==> src/rtl/mips_multicycle_ctrl_if.sv <==
// Control bundle between the multi-cycle MIPS controller and its datapath/memory.
// master = controller side, slave = datapath/memory side.
interface mips_multicycle_ctrl_if;
  logic [5:0] opcode;
  logic       mem_ready;
  logic       pc_write;
  logic       ir_write;
  logic       mem_read;
  logic       mem_write;
  logic       i_or_d;
  logic       reg_write;
  logic       reg_dst;
  logic       mem_to_reg;
  logic       alu_src_a;
  logic [1:0] alu_src_b;
  logic [1:0] alu_op;
  logic [1:0] pc_src;
  logic       branch;
  logic       ext_zero;
  logic       trap;
  logic [3:0] state;

  modport master (
    input  opcode, mem_ready,
    output pc_write, ir_write, mem_read, mem_write, i_or_d, reg_write,
           reg_dst, mem_to_reg, alu_src_a, alu_src_b, alu_op, pc_src,
           branch, ext_zero, trap, state
  );

  modport slave (
    output opcode, mem_ready,
    input  pc_write, ir_write, mem_read, mem_write, i_or_d, reg_write,
           reg_dst, mem_to_reg, alu_src_a, alu_src_b, alu_op, pc_src,
           branch, ext_zero, trap, state
  );
endinterface

==> src/rtl/mips_multicycle_ctrl.sv <==
// Multi-cycle MIPS control FSM: sequences fetch/decode/execute/memory/writeback,
// drives all datapath selects and enables, and traps on illegal opcodes or
// memory accesses that stall longer than WAIT_LIMIT cycles (0 = no watchdog).
module mips_multicycle_ctrl #(
  parameter int unsigned WAIT_LIMIT = 16
) (
  input logic             clk,
  input logic             reset_n,
  mips_multicycle_ctrl_if.master bus
);

  typedef enum logic [3:0] {
    S_FETCH   = 4'd0,
    S_DECODE  = 4'd1,
    S_MEMADR  = 4'd2,
    S_MEMRD   = 4'd3,
    S_MEMWB   = 4'd4,
    S_MEMWR   = 4'd5,
    S_EXECUTE = 4'd6,
    S_ALUWB   = 4'd7,
    S_BRANCH  = 4'd8,
    S_IMMEXEC = 4'd9,
    S_IMMWB   = 4'd10,
    S_JUMP    = 4'd11,
    S_TRAP    = 4'd15
  } state_e;

  localparam logic [5:0] OP_R    = 6'h00;
  localparam logic [5:0] OP_J    = 6'h02;
  localparam logic [5:0] OP_BEQ  = 6'h04;
  localparam logic [5:0] OP_ADDI = 6'h08;
  localparam logic [5:0] OP_ANDI = 6'h0C;
  localparam logic [5:0] OP_ORI  = 6'h0D;
  localparam logic [5:0] OP_LW   = 6'h23;
  localparam logic [5:0] OP_SW   = 6'h2B;

  state_e     state_q, state_d;
  logic [7:0] wait_q, wait_d;

  logic       in_mem_state;
  logic       wd_expire;
  logic       logic_imm;

  // Decoded (ungated) outputs
  logic       dec_pc_write;
  logic       dec_ir_write;
  logic       dec_mem_read;
  logic       dec_mem_write;
  logic       dec_i_or_d;
  logic       dec_reg_write;
  logic       dec_reg_dst;
  logic       dec_mem_to_reg;
  logic       dec_alu_src_a;
  logic [1:0] dec_alu_src_b;
  logic [1:0] dec_alu_op;
  logic [1:0] dec_pc_src;
  logic       dec_branch;
  logic       dec_ext_zero;
  logic       dec_trap;

  // State and watchdog registers
  always_ff @(posedge clk or negedge reset_n) begin
    if (!reset_n) begin
      state_q <= S_FETCH;
      wait_q  <= '0;
    end else begin
      state_q <= state_d;
      wait_q  <= wait_d;
    end
  end

  // Watchdog: counts consecutive not-ready cycles in a memory state; any other
  // cycle clears it, which also covers clearing on entry to a memory state.
  // Expiry fires on the cycle whose increment would reach WAIT_LIMIT, so a
  // completing access (mem_ready=1) in that cycle still wins.
  always_comb begin
    in_mem_state = (state_q == S_FETCH) || (state_q == S_MEMRD) ||
                   (state_q == S_MEMWR);
    wd_expire    = 1'b0;
    wait_d       = '0;
    if (in_mem_state && !bus.mem_ready) begin
      wait_d = (wait_q == 8'hFF) ? wait_q : wait_q + 8'd1;
      if ((WAIT_LIMIT != 0) && ((32'(wait_q) + 32'd1) == WAIT_LIMIT)) begin
        wd_expire = 1'b1;
      end
    end
  end

  // Next-state logic
  always_comb begin
    state_d = state_q;
    unique case (state_q)
      S_FETCH:   if (bus.mem_ready) state_d = S_DECODE;
      S_DECODE: begin
        unique case (bus.opcode)
          OP_LW, OP_SW:               state_d = S_MEMADR;
          OP_R:                       state_d = S_EXECUTE;
          OP_BEQ:                     state_d = S_BRANCH;
          OP_ADDI, OP_ANDI, OP_ORI:   state_d = S_IMMEXEC;
          OP_J:                       state_d = S_JUMP;
          default:                    state_d = S_TRAP;
        endcase
      end
      S_MEMADR: begin
        if (bus.opcode == OP_LW)      state_d = S_MEMRD;
        else if (bus.opcode == OP_SW) state_d = S_MEMWR;
        else                          state_d = S_TRAP;
      end
      S_MEMRD:   if (bus.mem_ready) state_d = S_MEMWB;
      S_MEMWB:   state_d = S_FETCH;
      S_MEMWR:   if (bus.mem_ready) state_d = S_FETCH;
      S_EXECUTE: state_d = S_ALUWB;
      S_ALUWB:   state_d = S_FETCH;
      S_BRANCH:  state_d = S_FETCH;
      S_IMMEXEC: state_d = S_IMMWB;
      S_IMMWB:   state_d = S_FETCH;
      S_JUMP:    state_d = S_FETCH;
      S_TRAP:    state_d = S_TRAP;
      default:   state_d = S_TRAP;
    endcase
    if (wd_expire) state_d = S_TRAP;
  end

  // Moore output decode (opcode only selects the immediate flavour)
  always_comb begin
    dec_pc_write   = 1'b0;
    dec_ir_write   = 1'b0;
    dec_mem_read   = 1'b0;
    dec_mem_write  = 1'b0;
    dec_i_or_d     = 1'b0;
    dec_reg_write  = 1'b0;
    dec_reg_dst    = 1'b0;
    dec_mem_to_reg = 1'b0;
    dec_alu_src_a  = 1'b0;
    dec_alu_src_b  = 2'b00;
    dec_alu_op     = 2'b00;
    dec_pc_src     = 2'b00;
    dec_branch     = 1'b0;
    dec_ext_zero   = 1'b0;
    dec_trap       = 1'b0;
    logic_imm      = (bus.opcode == OP_ANDI) || (bus.opcode == OP_ORI);
    unique case (state_q)
      S_FETCH: begin
        dec_mem_read  = 1'b1;
        dec_alu_src_b = 2'b01;
        dec_ir_write  = bus.mem_ready;
        dec_pc_write  = bus.mem_ready;
      end
      S_DECODE: begin
        dec_alu_src_b = 2'b11;
      end
      S_MEMADR: begin
        dec_alu_src_a = 1'b1;
        dec_alu_src_b = 2'b10;
      end
      S_MEMRD: begin
        dec_mem_read = 1'b1;
        dec_i_or_d   = 1'b1;
      end
      S_MEMWB: begin
        dec_reg_write  = 1'b1;
        dec_mem_to_reg = 1'b1;
      end
      S_MEMWR: begin
        dec_mem_write = 1'b1;
        dec_i_or_d    = 1'b1;
      end
      S_EXECUTE: begin
        dec_alu_src_a = 1'b1;
        dec_alu_op    = 2'b10;
      end
      S_ALUWB: begin
        dec_reg_write = 1'b1;
        dec_reg_dst   = 1'b1;
      end
      S_BRANCH: begin
        dec_alu_src_a = 1'b1;
        dec_alu_op    = 2'b01;
        dec_pc_src    = 2'b01;
        dec_branch    = 1'b1;
      end
      S_IMMEXEC: begin
        dec_alu_src_a = 1'b1;
        dec_alu_src_b = 2'b10;
        dec_alu_op    = logic_imm ? 2'b11 : 2'b00;
        dec_ext_zero  = logic_imm;
      end
      S_IMMWB: begin
        dec_reg_write = 1'b1;
        dec_ext_zero  = logic_imm;
      end
      S_JUMP: begin
        dec_pc_write = 1'b1;
        dec_pc_src   = 2'b10;
      end
      S_TRAP: begin
        dec_trap = 1'b1;
      end
      default: begin
        dec_trap = 1'b1;
      end
    endcase
  end

  // Hold every output low while reset is asserted, independent of the clock
  always_comb begin
    bus.pc_write   = reset_n & dec_pc_write;
    bus.ir_write   = reset_n & dec_ir_write;
    bus.mem_read   = reset_n & dec_mem_read;
    bus.mem_write  = reset_n & dec_mem_write;
    bus.i_or_d     = reset_n & dec_i_or_d;
    bus.reg_write  = reset_n & dec_reg_write;
    bus.reg_dst    = reset_n & dec_reg_dst;
    bus.mem_to_reg = reset_n & dec_mem_to_reg;
    bus.alu_src_a  = reset_n & dec_alu_src_a;
    bus.alu_src_b  = reset_n ? dec_alu_src_b : '0;
    bus.alu_op     = reset_n ? dec_alu_op : '0;
    bus.pc_src     = reset_n ? dec_pc_src : '0;
    bus.branch     = reset_n & dec_branch;
    bus.ext_zero   = reset_n & dec_ext_zero;
    bus.trap       = reset_n & dec_trap;
    bus.state      = reset_n ? state_q : '0;
  end

endmodule

==> src/flat_wrapper.sv <==
// flat-port wrapper written by rule: the top's interface ports become plain ports
module mips_multicycle_ctrl_flat 
#(
  parameter int unsigned WAIT_LIMIT = 16
)
  (clk, reset_n, bus_opcode, bus_mem_ready, bus_pc_write, bus_ir_write, bus_mem_read, bus_mem_write, bus_i_or_d, bus_reg_write, bus_reg_dst, bus_mem_to_reg, bus_alu_src_a, bus_alu_src_b, bus_alu_op, bus_pc_src, bus_branch, bus_ext_zero, bus_trap, bus_state);
  mips_multicycle_ctrl_if bus_i ();
  input logic clk;
  input logic reset_n;
  input wire logic [$bits(bus_i.opcode)-1:0] bus_opcode;
  input wire logic [$bits(bus_i.mem_ready)-1:0] bus_mem_ready;
  output wire logic [$bits(bus_i.pc_write)-1:0] bus_pc_write;
  output wire logic [$bits(bus_i.ir_write)-1:0] bus_ir_write;
  output wire logic [$bits(bus_i.mem_read)-1:0] bus_mem_read;
  output wire logic [$bits(bus_i.mem_write)-1:0] bus_mem_write;
  output wire logic [$bits(bus_i.i_or_d)-1:0] bus_i_or_d;
  output wire logic [$bits(bus_i.reg_write)-1:0] bus_reg_write;
  output wire logic [$bits(bus_i.reg_dst)-1:0] bus_reg_dst;
  output wire logic [$bits(bus_i.mem_to_reg)-1:0] bus_mem_to_reg;
  output wire logic [$bits(bus_i.alu_src_a)-1:0] bus_alu_src_a;
  output wire logic [$bits(bus_i.alu_src_b)-1:0] bus_alu_src_b;
  output wire logic [$bits(bus_i.alu_op)-1:0] bus_alu_op;
  output wire logic [$bits(bus_i.pc_src)-1:0] bus_pc_src;
  output wire logic [$bits(bus_i.branch)-1:0] bus_branch;
  output wire logic [$bits(bus_i.ext_zero)-1:0] bus_ext_zero;
  output wire logic [$bits(bus_i.trap)-1:0] bus_trap;
  output wire logic [$bits(bus_i.state)-1:0] bus_state;
  assign bus_i.opcode = bus_opcode;
  assign bus_i.mem_ready = bus_mem_ready;
  assign bus_pc_write = bus_i.pc_write;
  assign bus_ir_write = bus_i.ir_write;
  assign bus_mem_read = bus_i.mem_read;
  assign bus_mem_write = bus_i.mem_write;
  assign bus_i_or_d = bus_i.i_or_d;
  assign bus_reg_write = bus_i.reg_write;
  assign bus_reg_dst = bus_i.reg_dst;
  assign bus_mem_to_reg = bus_i.mem_to_reg;
  assign bus_alu_src_a = bus_i.alu_src_a;
  assign bus_alu_src_b = bus_i.alu_src_b;
  assign bus_alu_op = bus_i.alu_op;
  assign bus_pc_src = bus_i.pc_src;
  assign bus_branch = bus_i.branch;
  assign bus_ext_zero = bus_i.ext_zero;
  assign bus_trap = bus_i.trap;
  assign bus_state = bus_i.state;
  mips_multicycle_ctrl #(.WAIT_LIMIT(WAIT_LIMIT)) u_core (.clk(clk), .reset_n(reset_n), .bus(bus_i));
endmodule
==> config.mk <==
export PLATFORM = sky130hd
export DESIGN_NAME = mips_multicycle_ctrl_flat
export DESIGN_NICKNAME = d
export VERILOG_FILES = /design/src/rtl/mips_multicycle_ctrl_if.sv /design/src/rtl/mips_multicycle_ctrl.sv /design/src/flat_wrapper.sv
export SDC_FILE = /design/constraint.sdc
export NUM_CORES = 1
export LEC_CHECK = 0
export CAP_MARGIN = 20
export CORE_MARGIN = 2
export CORE_UTILIZATION = 47
export CTS_CLUSTER_SIZE = 30
export DETAILED_ROUTE_END_ITERATION = 16
export PLACE_DENSITY = 0.79
export SYNTH_ARGS = -nofsm -noshare
export SYNTH_HDL_FRONTEND = slang
export SYNTH_SLANG_ARGS = --single-unit
==> constraint.sdc <==
create_clock -name clk -period 1.9 [get_ports clk]
set_input_delay 0.285 -clock clk [delete_from_list [all_inputs] [get_ports clk]]
set_output_delay 0.285 -clock clk [all_outputs]
set_load 0.05 [all_outputs]
==> flow_summary.yaml, run 1 <==
synth:
  synth_top_family_by_area: "simple AND/OR/NAND/NOR gates"
  syn-num-nets: 149
  synth_compound_area_frac: 0.1963
  async_reset_ff_frac: 1.000
  ys_warn_count: 0
  ys.flop_type: "dfrtp_1"
  synth_top_area_frac: 0.2740
  netlist_top_cells_area: "dfrtp_1 27%, nor2_1 7.2%, nor3_1 4.6%"
  postSynthRegisterBits: 12
  ys_types: 45
  avgSynthCellArea_um2: 7.885
  seq_area_frac_synth: 0.2740
  synth_top_cell_by_area: "dfrtp_1"
  synthMuxAreaShare: 0.04110
  synthSimpleGateAreaFrac: 0.3744
  synth_edf_count: 0
  synth_area_mm2: 0.001096
  synthAdderAreaFrac: 0.02169
  synthCells: 139
  synth-xor-area-share: 0.03881
grt:
  grt_pass1_vias: 1457
  top_usage_layer: "met2"
  use_met1: 0.4082
  grt_pass1_wl_mm: 7.051
  antenna_found_initial: 0
  grt_max_degree: 15
  met2_usage: 0.6229
  grt_usage: 0.3533
  grt_use_met3: 0.08000
  gr-total-overflow: 0
cells_and_area:
  instances_no_fill: 229
  final_common_cell: "buf_4"
  layout_common_cells: "32 x buf_4, 22 x buf_12, 16 x nor2_1"
  utilization: 0.9497
  syn_to_final_growth_pct: 91.67
  antennaDiodeCount: 0
  design_area_mm2: 0.002101
  layout-drive-gt1-share: 0.4975
  nets: 212
detailed_routing:
  drt_iter0_markers: 150
  drc: 0
  vias_per_cell: 7.367
  drtPass1Iterations: 6
  detail-route-antenna-nets: 0
  drt-total-wl_mm: 6.575
  vias: 1687
  wire_per_inst_um: 28.71
critical_path:
  crit_fanout: 6
  arrival_ns: 1.70
  slowest_stage: "dfrtp_2"
  crit_family: "simple AND/OR/NAND/NOR gates"
  worst_setup_path_end_kind: "primary output"
  critPathBufInv: 2
  crit_chain: "nor2_4 -> nand2_1 -> nor3_1 -> buf_4 -> buf_12"
  path_class: "register to primary output"
  critPathRequiredTime_ns: 1.62
  critPathMaxStageDelay_ns: 0.49
  reg2reg_depth: 5
  cp.depth: 5
  critPathLaunchType: "register"
timing:
  timing_worst_slew_pin_value_ns: 0.4634
  fin_skew_ns: 0.01321
  tns_ns: -0.4570
  max-slew-margin-rel: 0.6887
  post-route-period-util: 1.043
  maxSlewViolCount: 0
  period_minus_slack_ns: 1.982
  hold_slack_ns: 0.3709
  rsz0062_at_grt: "true"
  fmax_mhz: 504.5
  setup_violations: 12
  setup_ws_ns: -0.08206
  hold_viol: 0
run_status:
  violations: "setup timing"
  status: "finished, violations left"
clock_network:
  cts_hold_buf: 0
  cts.reportedPaths.clkPinSlew_ns: 0.09
  cts_buffer_depth: 2
  insertion_delay_ns: 0.29
  cts_tree: "done"
  cts.htree.levels: 1
  cts-root-buf: "clkbuf_4"
  clkSinkCount: 12
  cts_buffers: 3
power_and_ir_drop:
  leakage_nw: 0.9592
  p_total_mw: 3.346
  ir_worst_vdd_mv: 1.569
  pwr_density_cell_mw_per_mm2: 1593
worst_hold_path:
  hp-class: "input pin to asynchronous set/reset pin"
placed_design:
  globalplace.congestion: 0.9108
  pre_cts_ws_ns: -0.2560
  io_buffers: 30
  placed_cells: 210
  dpl_cell_area_mm2: 0.001792
  dp_hpwl_mm: 3.017
die:
  io_pins: 31
  die_area_mm2: 0.002734
  die_h_um: 52.29
  rows: 17
  die_w_um: 52.29
  core_mm2: 0.002212
  start_util: 0.4955
flow_run:
  drv_cap: 0
-- logic make-up after synthesis --
family                     count (synthesis)
AOI/OAI and AO/OA                         27
xor gates and xnor gates                   4
adders and majority gates                  2
buffers and inverters                     12
DFF                                       12
muxes                                      4
and+or+nand+nor                           78
-- worst register-to-register path: cells and delay by family (launching register included) --
kind	cells	cell delay, ns
simple gates	2	0.57
compound gates	2	0.50
flops	1	0.45
fa+ha+maj	1	0.31
-- Yosys cell counts, drive strengths merged (3+ instances only) --
library cell / instances
o21ai: 3
nor2b: 5
o211a: 3
nor3: 10
nand2b: 3
nand3: 7
xor2: 3
mux2i: 3
inv: 4
nand2: 11
buf: 7
nor2: 21
and2: 5
and3: 4
o21a: 3
dfrtp: 12
a21oi: 4
-- final timing paths --
check	start	to	slack [ns]
max	u_core.state_q[3]	bus_mem_read	-0.08
min	reset_n	u_core.wait_q[2]	0.37
max reg2reg	u_core.wait_q[0]	u_core.state_q[1]	0
min reg2reg	u_core.wait_q[6]	u_core.wait_q[7]	0.72
max in group asynchronous	reset_n	u_core.state_q[3]	1.33
min in group clk	u_core.wait_q[6]	u_core.wait_q[7]	0.72
-- report_power, final --
group	leakage [nW]	switching (mW)	internal, mW
sequential	0.156	0.122	0.323
combinational	0.783	1.46	1.23
clock	0.0210	0.101	0.117
-- registers in the layout, indices dropped and copies added, names as in the netlist --
signal          cells
u_core.wait_q       8
u_core.state_q      4
-- routing by layer --
layer | routed length, um | up-vias
met1 | 2047 | 753
met3 | 872 | 96
met4 | 661 | 0
li1 | - | 624
met5 | 0 | -
met2 | 2994 | 214
-- cell type report --
cell class	count	area, um^2
multi-input combinational	115	869.6
timing repair buffer	66	840.8
sequential	12	304.0
fill	58	111.4
clock buffer	4	36.28
tap	28	35.03
inverter	4	15.01
-- timing repair --
action,in CTS,in global routing
resized for setup,15,27
setup endpoints to repair,13,14
pin swaps,5,6
cloned,0,1
buffers inserted,5,9
Power figures use the tool's default switching activity.
==> run 2: changes to the inputs <==
==> constraint.sdc (replaced) <==
create_clock -name clk -period 2.2 [get_ports clk]
set_input_delay 0.33 -clock clk [delete_from_list [all_inputs] [get_ports clk]]
set_output_delay 0.33 -clock clk [all_outputs]
set_load 0.05 [all_outputs]
==> flow_summary.yaml, run 2 (synthesis results as in run 1) <==
run_status:
  status: "finished clean"
die:
  rows: 17
  core_mm2: 0.002212
  die_h_um: 52.29
  start_util: 0.4955
  die_w_um: 52.29
  die_area_mm2: 0.002734
  io_pins: 31
critical_path:
  worst_setup_path_end_kind: "primary output"
  critPathLaunchType: "input pin"
  path_class: "input pin to primary output"
  crit_fanout: 6
  arrival_ns: 1.80
  critPathRequiredTime_ns: 1.87
clock_network:
  cts_buffer_depth: 2
  cts.reportedPaths.clkPinSlew_ns: 0.08
  clkSinkCount: 12
  ctsResizeCount: 0
  cts-root-buf: "clkbuf_4"
  cts_hold_buf: 0
  cts.htree.levels: 1
  cts_buffers: 3
  cts_tree: "done"
  cts_setup_buffers: 0
  insertion_delay_ns: 0.28
timing:
  post-route-period-util: 0.9691
  max-slew-margin-rel: 0.7354
  fin_skew_ns: 0.01318
  fmax_mhz: 469.0
  setup_ws_ns: 0.06793
  timing_worst_slew_pin_value_ns: 0.3947
  hold_slack_ns: 0.5770
  setup_violations: 0
  hold_viol: 0
  maxSlewViolCount: 0
  period_minus_slack_ns: 2.132
cells_and_area:
  layout_common_cells: "22 x buf_12, 20 x nor2_1, 12 x buf_4"
  multi_input_area_um2: 785.8
  syn_to_final_growth_pct: 62.79
  antennaDiodeCount: 0
  utilization: 0.8066
  num-fill-cells: 132
  max_flop_register: "u_core.wait_q"
  top_regs: "u_core.wait_q: 8 flops, u_core.state_q: 4 flops"
  layout-drive-gt1-share: 0.3559
  final_common_cell: "buf_12"
  instances_no_fill: 205
  seqCellArea_um2: 301.5
  nets: 188
  largest_register_ffs: 8
grt:
  grt_max_degree: 17
  grt_usage: 0.2805
  antenna_found_initial: 0
  grt_pass1_vias: 1243
  grt_pass1_wl_mm: 5.685
  gr-total-overflow: 0
power_and_ir_drop:
  ir_worst_vdd_mv: 1.146
  p_int_mw: 1.102
  switching_share: 0.4917
  pwr-share-comb: 0.754
  clkPwrFrac: 0.080
  switching_power_mw: 1.066
  p_seq_frac: 0.166
  pwr_density_cell_mw_per_mm2: 1215
  leakage_nw: 0.7564
detailed_routing:
  drt_iter0_markers: 53
  drtPass1Iterations: 4
  drt-total-wl_mm: 3.507
  vias: 1244
  vias_per_cell: 6.068
  drc: 0
  detail-route-antenna-nets: 0
  wire_per_inst_um: 17.11
placed_design:
  io_buffers: 30
  placed_cells: 201
  dp_hpwl_mm: 2.778
  globalplace.congestion: 0.9460
  pre_cts_ws_ns: 0.04732
worst_hold_path:
  hp-class: "input pin to asynchronous set/reset pin"
flow_run:
  drv_cap: 0
## run 2: final cells by class
class,instances,share of cell area
sequential,12,0.1690
tap,28,0.01964
multi-input combinational,115,0.4404
clock buffer,4,0.02034
inverter,4,0.008415
timing repair buffer,42,0.3422
## run 2: power groups by stage
stage                     Combinational (mW)  Sequential [mW]  Clock, mW
final                                   1.63            0.359      0.174
after global routing                    1.71            0.367      0.192
after CTS                               1.61            0.348      0.178
after detailed placement                1.61            0.352          0
after global placement                  1.56            0.347          0
after floorplan                         1.02            0.314          0
## run 2: through the flow
step                       TNS (ns)  power, mW  area (um^2)
after floorplan             -0.2448      1.338         1122
after global placement            0      1.904         1724
after detailed placement          0      1.959         1724
after CTS                         0      2.137         1760
after global routing      -0.002579      2.271         1784
final                             0      2.167         1784
## run 2: final timing paths
check / startpoint / endpoint / slack (ns) / depth (start not counted)
setup / recovery: reset_n / bus_i_or_d / 0.07 / 6
hold / removal: reset_n / u_core.wait_q[6] / 0.58 / 2
setup reg to reg: u_core.wait_q[0] / u_core.state_q[1] / 0.57 / 5
hold reg to reg: u_core.wait_q[1] / u_core.wait_q[1] / 0.59 / 2
max in group asynchronous: reset_n / u_core.state_q[2] / 1.43 / 2
min in group clk: u_core.wait_q[1] / u_core.wait_q[1] / 0.59 / 2
## run 2: layer usage
layer,part of all wire,vias to the layer above,global-route usage
li1,-,576,-
met1,0.40,604,0.3238
met3,0.065,4,0.05429
met4,0.013,0,0.07265
met5,0,-,0
met2,0.52,60,0.5208
## run 2: critical path, stage by stage
cell             delay, ns
clkdlybuf4s50_1       0.65
buf_4                 0.19
and2_1                0.19
nand2_1               0.07
nor2_1                0.19
buf_12                0.17
